[src/rtl/z80_io_pkg.sv]
// Shared types and constants for the Z80 I/O bridge: FSM encoding and port-window width.
package z80_io_pkg;

  localparam int unsigned PORT_AW = 2;
  localparam int unsigned BUS_W   = 8;

  typedef enum logic [1:0] {
    ST_IDLE    = 2'd0,
    ST_STROBE  = 2'd1,
    ST_STRETCH = 2'd2,
    ST_HOLD    = 2'd3
  } state_t;

  // True when the address falls inside the port window starting at base.
  function automatic logic in_window(input logic [BUS_W-1:0] a, input logic [BUS_W-1:0] base);
    return a[BUS_W-1:PORT_AW] == base[BUS_W-1:PORT_AW];
  endfunction

endpackage

[src/rtl/sync2.sv]
// Two-flop synchronizer with a configurable reset value.
module sync2 #(
  parameter logic RST_VAL = 1'b0
) (
  input  logic clk,
  input  logic reset_n,
  input  logic d,
  output logic q
);

  logic meta_q;
  logic sync_q;

  always_ff @(posedge clk or negedge reset_n) begin
    if (!reset_n) begin
      meta_q <= RST_VAL;
      sync_q <= RST_VAL;
    end else begin
      meta_q <= d;
      sync_q <= meta_q;
    end
  end

  assign q = sync_q;

endmodule

[src/rtl/z80_io_bridge.sv]
// Z80 I/O bus front end: synchronizes the strobes, decodes a 4-port window and
// turns each accepted I/O cycle into one clk-wide peripheral strobe plus WAIT_n stretch.
module z80_io_bridge
  import z80_io_pkg::*;
#(
  parameter logic [7:0]  BASE_ADDR   = 8'h00,
  parameter int unsigned WAIT_CYCLES = 2
) (
  input  logic               clk,
  input  logic               reset_n,
  input  logic               z_iorq_n,
  input  logic               z_m1_n,
  input  logic               z_rd_n,
  input  logic               z_wr_n,
  input  logic [BUS_W-1:0]   z_addr,
  input  logic [BUS_W-1:0]   z_data_in,
  output logic [BUS_W-1:0]   z_data_out,
  output logic               z_data_oe,
  output logic               z_wait_n,
  input  logic [BUS_W-1:0]   periph_data,
  output logic               cs_n,
  output logic               rd_n,
  output logic               wr_n,
  output logic [PORT_AW-1:0] addr,
  output logic [BUS_W-1:0]   data_out
);

  localparam int unsigned CNT_W = 4;

  logic iorq_s, m1_s, rd_s, wr_s;

  // iorq chain resets to "busy" so a cycle in flight at reset release is never taken.
  sync2 #(.RST_VAL(1'b0)) u_sync_iorq (.clk(clk), .reset_n(reset_n), .d(z_iorq_n), .q(iorq_s));
  sync2 #(.RST_VAL(1'b1)) u_sync_m1   (.clk(clk), .reset_n(reset_n), .d(z_m1_n),   .q(m1_s));
  sync2 #(.RST_VAL(1'b1)) u_sync_rd   (.clk(clk), .reset_n(reset_n), .d(z_rd_n),   .q(rd_s));
  sync2 #(.RST_VAL(1'b1)) u_sync_wr   (.clk(clk), .reset_n(reset_n), .d(z_wr_n),   .q(wr_s));

  state_t             state_q, state_d;
  logic               iorq_q;
  logic               armed_q, armed_d;
  logic               is_read_q, is_read_d;
  logic [CNT_W-1:0]   cnt_q, cnt_d;
  logic               cs_n_q, cs_n_d;
  logic               rd_n_q, rd_n_d;
  logic               wr_n_q, wr_n_d;
  logic               wait_n_q, wait_n_d;
  logic               oe_q, oe_d;
  logic [PORT_AW-1:0] addr_q, addr_d;
  logic [BUS_W-1:0]   data_out_q, data_out_d;
  logic [BUS_W-1:0]   zdo_q, zdo_d;
  logic               start_c;

  assign start_c = armed_q && !iorq_s && iorq_q && m1_s && (rd_s ^ wr_s)
                   && in_window(z_addr, BASE_ADDR);

  always_comb begin
    state_d    = state_q;
    armed_d    = armed_q | iorq_s;
    is_read_d  = is_read_q;
    cnt_d      = cnt_q;
    cs_n_d     = 1'b1;
    rd_n_d     = 1'b1;
    wr_n_d     = 1'b1;
    wait_n_d   = wait_n_q;
    oe_d       = oe_q;
    addr_d     = addr_q;
    data_out_d = data_out_q;
    zdo_d      = zdo_q;
    case (state_q)
      ST_IDLE: begin
        if (start_c) begin
          addr_d     = z_addr[PORT_AW-1:0];
          data_out_d = z_data_in;
          is_read_d  = !rd_s;
          wait_n_d   = 1'b0;
          cs_n_d     = 1'b0;
          rd_n_d     = rd_s;
          wr_n_d     = wr_s;
          state_d    = ST_STROBE;
        end
      end
      ST_STROBE: begin
        cnt_d = CNT_W'(WAIT_CYCLES);
        if (is_read_q) begin
          zdo_d = periph_data;
          oe_d  = 1'b1;
        end
        state_d = ST_STRETCH;
      end
      ST_STRETCH: begin
        if (cnt_q == '0) begin
          wait_n_d = 1'b1;
          state_d  = ST_HOLD;
        end else begin
          cnt_d = cnt_q - CNT_W'(1);
        end
      end
      ST_HOLD: begin
        if (iorq_s) begin
          oe_d    = 1'b0;
          state_d = ST_IDLE;
        end
      end
      default: state_d = ST_IDLE;
    endcase
  end

  always_ff @(posedge clk or negedge reset_n) begin
    if (!reset_n) begin
      state_q    <= ST_IDLE;
      iorq_q     <= 1'b0;
      armed_q    <= 1'b0;
      is_read_q  <= 1'b0;
      cnt_q      <= '0;
      cs_n_q     <= 1'b1;
      rd_n_q     <= 1'b1;
      wr_n_q     <= 1'b1;
      wait_n_q   <= 1'b1;
      oe_q       <= 1'b0;
      addr_q     <= '0;
      data_out_q <= '0;
      zdo_q      <= '0;
    end else begin
      state_q    <= state_d;
      iorq_q     <= iorq_s;
      armed_q    <= armed_d;
      is_read_q  <= is_read_d;
      cnt_q      <= cnt_d;
      cs_n_q     <= cs_n_d;
      rd_n_q     <= rd_n_d;
      wr_n_q     <= wr_n_d;
      wait_n_q   <= wait_n_d;
      oe_q       <= oe_d;
      addr_q     <= addr_d;
      data_out_q <= data_out_d;
      zdo_q      <= zdo_d;
    end
  end

  assign cs_n       = cs_n_q;
  assign rd_n       = rd_n_q;
  assign wr_n       = wr_n_q;
  assign addr       = addr_q;
  assign data_out   = data_out_q;
  assign z_wait_n   = wait_n_q;
  assign z_data_oe  = oe_q;
  assign z_data_out = zdo_q;

endmodule

[config.mk]
export PLATFORM = sky130hd
export DESIGN_NAME = z80_io_bridge
export DESIGN_NICKNAME = d
export VERILOG_FILES = /design/src/rtl/z80_io_pkg.sv /design/src/rtl/sync2.sv /design/src/rtl/z80_io_bridge.sv
export SDC_FILE = /design/constraint.sdc
export NUM_CORES = 1
export LEC_CHECK = 0
export CORE_ASPECT_RATIO = 1.1
export CORE_MARGIN = 2
export CORE_UTILIZATION = 48
export DETAILED_ROUTE_END_ITERATION = 7
export PLACE_DENSITY = 0.88
export SETUP_SLACK_MARGIN = 0.05
export SLEW_MARGIN = 10
export SYNTH_ARGS = -nofsm -noshare
export SYNTH_HDL_FRONTEND = slang
export SYNTH_SLANG_ARGS = --single-unit
[constraint.sdc]
create_clock -name clk -period 5 [get_ports clk]
set_clock_uncertainty 0.05 [all_clocks]
set_input_delay 1 -clock clk [delete_from_list [all_inputs] [get_ports clk]]
set_output_delay 1 -clock clk [all_outputs]
set_load 0.03 [all_outputs]
==> reports/qor.yml, run 1 <==
power_and_ir_drop:
  p_leak_nw: 0.9743
  power_w: 0.0007708
  powerDensity_nw_per_um2: 353.2
  internal-power_w: 0.0005196
  peakVddDrop_mv: 0.2328
  p_clk_frac: 0.201
  seqPwrFrac: 0.502
  switching_share: 0.3258
  combPwrFrac: 0.297
  switching_power_w: 0.0002511
placed_design:
  io_buffers: 52
  pre_cts_slack_ps: 2034
  hpwlAfterDp_um: 2452
  place_congestion: 0.7516
critical_path:
  worst_ep_required_time_ps: 3950
  worst_setup_path_start_kind: "flop"
  r2r_setup_slack_ps: 2930
  critical_path.top_delay_family: "buffers and inverters"
  end_kind: "output pin"
  reg2reg_from: "cnt_q[0]"
  cp_max_fo: 1
  crit_buf_inv: 1
  r2r-end: "state_q[1]"
  crit_chain: "clkdlybuf4s50_1"
  cpPeakStageDelay_ps: 680
  slowest_stage: "clkdlybuf4s50_1"
  cp_data_arrival_time_ps: 1560
  critPathKind: "flop to output pin"
  r2r_cells: 5
sta:
  rsz0062_at_grt: "no"
  finalHoldViolCount: 0
  setup_ws_ps: 2387
  worst_pin_slew_ps: 838.2
  setup_tns_ps: 0
  fin_crit_ps: 2613
  timing.hold.ws_ps: 308.0
  finalMaxSlewViolations: 0
  final.period_utilization: 0.5226
  finalSetupViolations: 0
  slew_headroom: 0.4412
  max_freq_mhz: 382.7
cells_and_area:
  syn_to_final_growth_pct: 37.65
  nNetsFinal: 204
  final_cell_mix: "51 x clkdlybuf4s50_1, 30 x dfrtp_1, 18 x mux2_2"
  drive_above_1_share: 0.2440
  insertedDiodeCount: 0
  final_common_cell: "clkdlybuf4s50_1"
clock_tree:
  cts_hold_buf: 0
  clk_pin_slew_ps: 120
  numClockSinks: 40
  cts_setup_buffers: 0
  numCtsBuffers: 5
  cts_tree: "yes"
  ctsResizeCount: 0
  clk_path_buf_depth: 2
  htree_levels: 2
  clk_latency_ps: 340
  cts_root_buf: "clkbuf_4"
die:
  pin_count: 53
  initial_utilization: 0.5113
  die_y_um: 64.28
  die_w_um: 58.80
  rows: 21
  core_um2: 3100
  die_area_um2: 3779
min_path:
  min_to: "u_sync_wr.q"
  hold_class: "flop to flop"
  holdCritStartpoint: "u_sync_wr.meta_q"
  min_path_cells: 0
status:
  status: "finished with violations"
  violations: "DRC"
routing:
  wirelength_um: 3155
  first_pass_iters: 6
  drt_iter0_drc: 22
  drc: 1
  ant_nets: 0
  viasPerCell: 5.223
  wl_per_cell_um: 15.62
  num_vias: 1055
grt:
  grt-ovfl-total: 0
  grt_use_total: 0.1878
  antenna_found_initial: 0
  grt_pass1_wl_um: 5161
  grt_max_degree: 41
  grt_pass1_vias: 1091
flow_run:
  maxCapViolCount: 0
synthesis:
  synth_fp_nets: 147
  yosysWarnings: 0
  syn_avg_cell_area_um2: 14.41
  ys_ff_latch: 40
  netlist_area_um2: 1585
  synth-main-ff-cell: "dfrtp_1"
  synth_edf_count: 0
  synth-async-reset-ratio: 1.000
  yosysUniqueCellTypes: 31
  syn-instance-count: 110
  yosysSeqAreaShare: 0.6393
## sequential cells by signal (all words and copies together), names as in the netlist, 2 cells and up
name        count
addr            2
cnt_q           4
data_out        8
state_q         2
z_data_out      8
## synth_stat cells (2+ instances only)
master | number | area (um^2)
nor2_1 | 5 | 18.77
inv_1 | 6 | 22.52
ha_1 | 7 | 87.58
nand2_1 | 5 | 18.77
dfstp_2 | 10 | 262.8
or3_1 | 2 | 12.51
xor2_1 | 3 | 26.28
mux2_2 | 18 | 202.7
dfrtp_1 | 30 | 750.7
nand3_1 | 3 | 15.01
## power groups by stage
| stage | clock network [W] | logic, W | registers, W |
|---|---|---|---|
| after floorplan | 0 | 0.000133 | 0.000403 |
| after global placement | 0 | 0.000211 | 0.000388 |
| after detailed placement | 0 | 0.000232 | 0.000392 |
| after CTS | 0.000160 | 0.000231 | 0.000387 |
| after global routing | 0.000176 | 0.000259 | 0.000392 |
| final | 0.000155 | 0.000229 | 0.000387 |
## through the flow
step / area [um^2] / utilization / instances
after global routing: 2182 / 0.7038 / 202
after detailed placement: 2128 / 0.6864 / 194
after CTS: 2182 / 0.7038 / 202
after floorplan: 1585 / - / 110
final: 2182 / 0.7038 / 202
after global placement: 2128 / 0.6864 / 194
## layout make-up
class                      count  area [um^2]
clock inverter                 2        12.51
sequential                    40         1013
multi-input combinational     62        534.3
inverter                       6        22.52
clock buffer                   6        41.29
tap                           34        42.54
fill                         229        918.4
timing repair buffer          52        515.5
## metal layers
layer,wire length (um),vias up,share of wire,GRT usage
met3,163,8,0.052,0.05061
met1,1145,526,0.36,0.2119
met5,0,-,0,0
met2,1792,34,0.57,0.3278
li1,-,487,-,-
met4,53,0,0.017,0.07670
## worst max-delay path by stage
stage	from	end	slack (ps)	cells after the start
2_1_floorplan	z_addr[2]	state_q[1]	2640	4
3_3_place_gp	z_addr[2]	state_q[1]	2120	5
3_5_place_dp	z_addr[2]	state_q[1]	2030	5
4_1_cts	cs_n	cs_n	2360	1
5_1_grt	z_addr[2]	state_q[1]	2260	5
6_report	cs_n	cs_n	2390	1
## kinds of logic after synthesis
kind of cell	Yosys count	share of synthesized area
DFF	40	0.6393
muxes	20	0.1413
AOI/OAI and AO/OA	8	0.04025
buffers and inverters	8	0.02367
and+or+nand+nor	24	0.08367
adders and majority gates	7	0.05525
xor gates and xnor gates	3	0.01658
Power figures use the tool's default switching activity.
==> run 2, diff against run 1 <==
Settings changed: CORE_UTILIZATION 48 to 40, PLACE_DENSITY 0.88 to 0.79.
Clock period 5 ns to 2.4 ns, I/O delays scaled along.
==> run 2 against run 1 <==
Compared with the run above: the flow now finishes without violations; combinational power up 120%; utilization is 12 points lower; power increased by 130%; routed wire length decreased by 3.9%; count of clock-buffer cells in the layout did not move; clock power grew to 3.0 times the previous value; largest power group unchanged.
==> reports/qor.yml, run 2 (same netlist as run 1, synthesis figures left out) <==
status:
  status: "finished clean"
routing:
  wirelength_um: 3032  # -3.9%
  first_pass_iters: 4  # -2
  num_vias: 1047  # -0.76%
  wl_per_cell_um: 13.66  # -13%
  ant_nets: 0  # unchanged
  viasPerCell: 4.716  # -9.7%
  drt_iter0_drc: 14  # -36%
  drc: 0  # -1
critical_path:
  worst_ep_required_time_ps: 1870  # -2080 ps
  cpPeakStageDelay_ps: 680  # about the same
  critPathKind: "flop to output pin"
  cp_max_fo: 1  # unchanged
  crit_chain: "clkdlybuf4s50_1"
  r2r_cells: 6  # +1
  crit_cells: 1  # unchanged
  critical_path.top_delay_family: "buffers and inverters"
  end_kind: "output pin"
  worst_setup_path_start_kind: "flop"
  crit_buf_inv: 1  # unchanged
  slowest_stage: "clkdlybuf4s50_1"
  cp_data_arrival_time_ps: 1490  # -70 ps
cells_and_area:
  regArea_um2: 1013  # unchanged
  insertedDiodeCount: 0  # unchanged
  final_cell_mix: "51 x clkdlybuf4s50_1, 30 x dfrtp_1, 18 x mux2_2"
  multiInputGateArea_um2: 534.3  # unchanged
  instances_no_fill: 222  # +9.9%
  final_common_cell: "clkdlybuf4s50_1"
  drive_above_1_share: 0.2588  # +0.01478
  fillers: 311  # +36%
  nNetsFinal: 206  # +0.98%
  syn_to_final_growth_pct: 42.78
grt:
  grt-ovfl-total: 0  # unchanged
  antenna_found_initial: 0  # unchanged
  grt_pass1_wl_um: 5271  # +2.1%
  grt_pass1_vias: 1154  # +5.8%
  grt_use_total: 0.1572  # -0.03054
  grt_max_degree: 41  # unchanged
min_path:
  hold_class: "primary input to asynchronous set/reset pin"
sta:
  finalMaxSlewViolations: 0  # unchanged
  timing.hold.ws_ps: 232.7  # -75.26 ps
  slew_headroom: 0.4407  # -0.0005030
  finalSetupViolations: 0  # unchanged
  finalHoldViolCount: 0  # unchanged
  rsz0062_at_grt: "no"
  worst_pin_slew_ps: 838.9  # +0.7537 ps
  fin_crit_ps: 2021
  setup_tns_ps: 0  # unchanged
  max_freq_mhz: 494.7
  final.period_utilization: 0.8422
placed_design:
  dp.cells: 214  # +10%
  place_congestion: 0.7332  # -2.4%
  io_buffers: 52  # unchanged
  hpwlAfterDp_um: 2229  # -9.1%
power_and_ir_drop:
  peakVddDrop_mv: 0.4401  # +89%
  powerDensity_nw_per_um2: 778.8  # +120%
  p_leak_nw: 0.9984  # +2.5%
die:
  pin_count: 53  # unchanged
  die_y_um: 70.03  # +8.9%
  die_w_um: 64.03  # +8.9%
  initial_utilization: 0.4092  # -0.1021
  die_area_um2: 4483  # +19%
  rows: 24  # +14%
  core_um2: 3874  # +25%
clock_tree:
  clk_latency_ps: 290  # -50 ps
  clk_path_buf_depth: 2  # unchanged
  cts_hold_buf: 0  # unchanged
  ctsResizeCount: 0  # unchanged
  numClockSinks: 40  # unchanged
  cts_root_buf: "clkbuf_8"
  cts_tree: "yes"
  clk_pin_slew_ps: 70  # -50 ps
  cts_setup_buffers: 0  # unchanged
  htree_levels: 2  # unchanged
  numCtsBuffers: 5  # unchanged
flow_run:
  maxCapViolCount: 0  # unchanged
run 2: cell types whose count changed in the layout (fill, tap and decap cells not counted), sizes merged:
cell	change
clkinv	-1
buf	+2
clkinvlp	+1
run 2: final timing paths:
kind                                    startpoint       endpoint  slack [ps]
worst max-delay path                          cs_n           cs_n         380
worst min-delay path                       reset_n       cnt_q[3]         230
worst max register to register            cnt_q[0]     state_q[0]         440
worst min register to register  u_sync_iorq.meta_q  u_sync_iorq.q         300
max in group asynchronous                  reset_n    data_out[0]        1530
min in group clk                u_sync_iorq.meta_q  u_sync_iorq.q         300
run 2: through the flow:
step	total power, W	utilization	setup WS, ps	area, um^2
after floorplan	0.001116	-	478.7	1585
after global placement	0.001276	0.5591	121.3	2166
after detailed placement	0.001316	0.5591	93.08	2166
after CTS	0.001790	0.5843	354.5	2263
after global routing	0.001875	0.5843	265.2	2263
final	0.001763	0.5843	378.8	2263
run 2: report_power, final:
| group | total, W | switching (W) | internal, W | leakage, nW |
|---|---|---|---|---|
| Combinational | 0.000494 | 0.000259 | 0.000235 | 0.472 |
| Sequential | 0.000806 | 0.0000541 | 0.000752 | 0.483 |
| Clock | 0.000463 | 0.000231 | 0.000232 | 0.0434 |
run 2: layer usage:
| metal | share of wire | global-route usage | up-vias |
|---|---|---|---|
| li1 | - | - | 494 |
| met1 | 0.40 | 0.1745 | 510 |
| met2 | 0.51 | 0.2500 | 35 |
| met3 | 0.065 | 0.06441 | 8 |
| met4 | 0.027 | 0.09420 | 0 |
| met5 | 0 | 0 | - |
run 2: worst register-to-register path: stages (launching register included):
cell      delay [ps]
dfrtp_1          400
inv_1             90
ha_1             140
or3b_2           490
a222oi_1         320
buf_4            190
mux2i_1          200
run 2: area by class of cell:
type	count	share of cell area
multi-input combinational	62	0.2360
timing repair buffer	54	0.2344
clock inverter	2	0.006634
inverter	6	0.009950
clock buffer	6	0.03648
sequential	40	0.4478
tap	52	0.02875
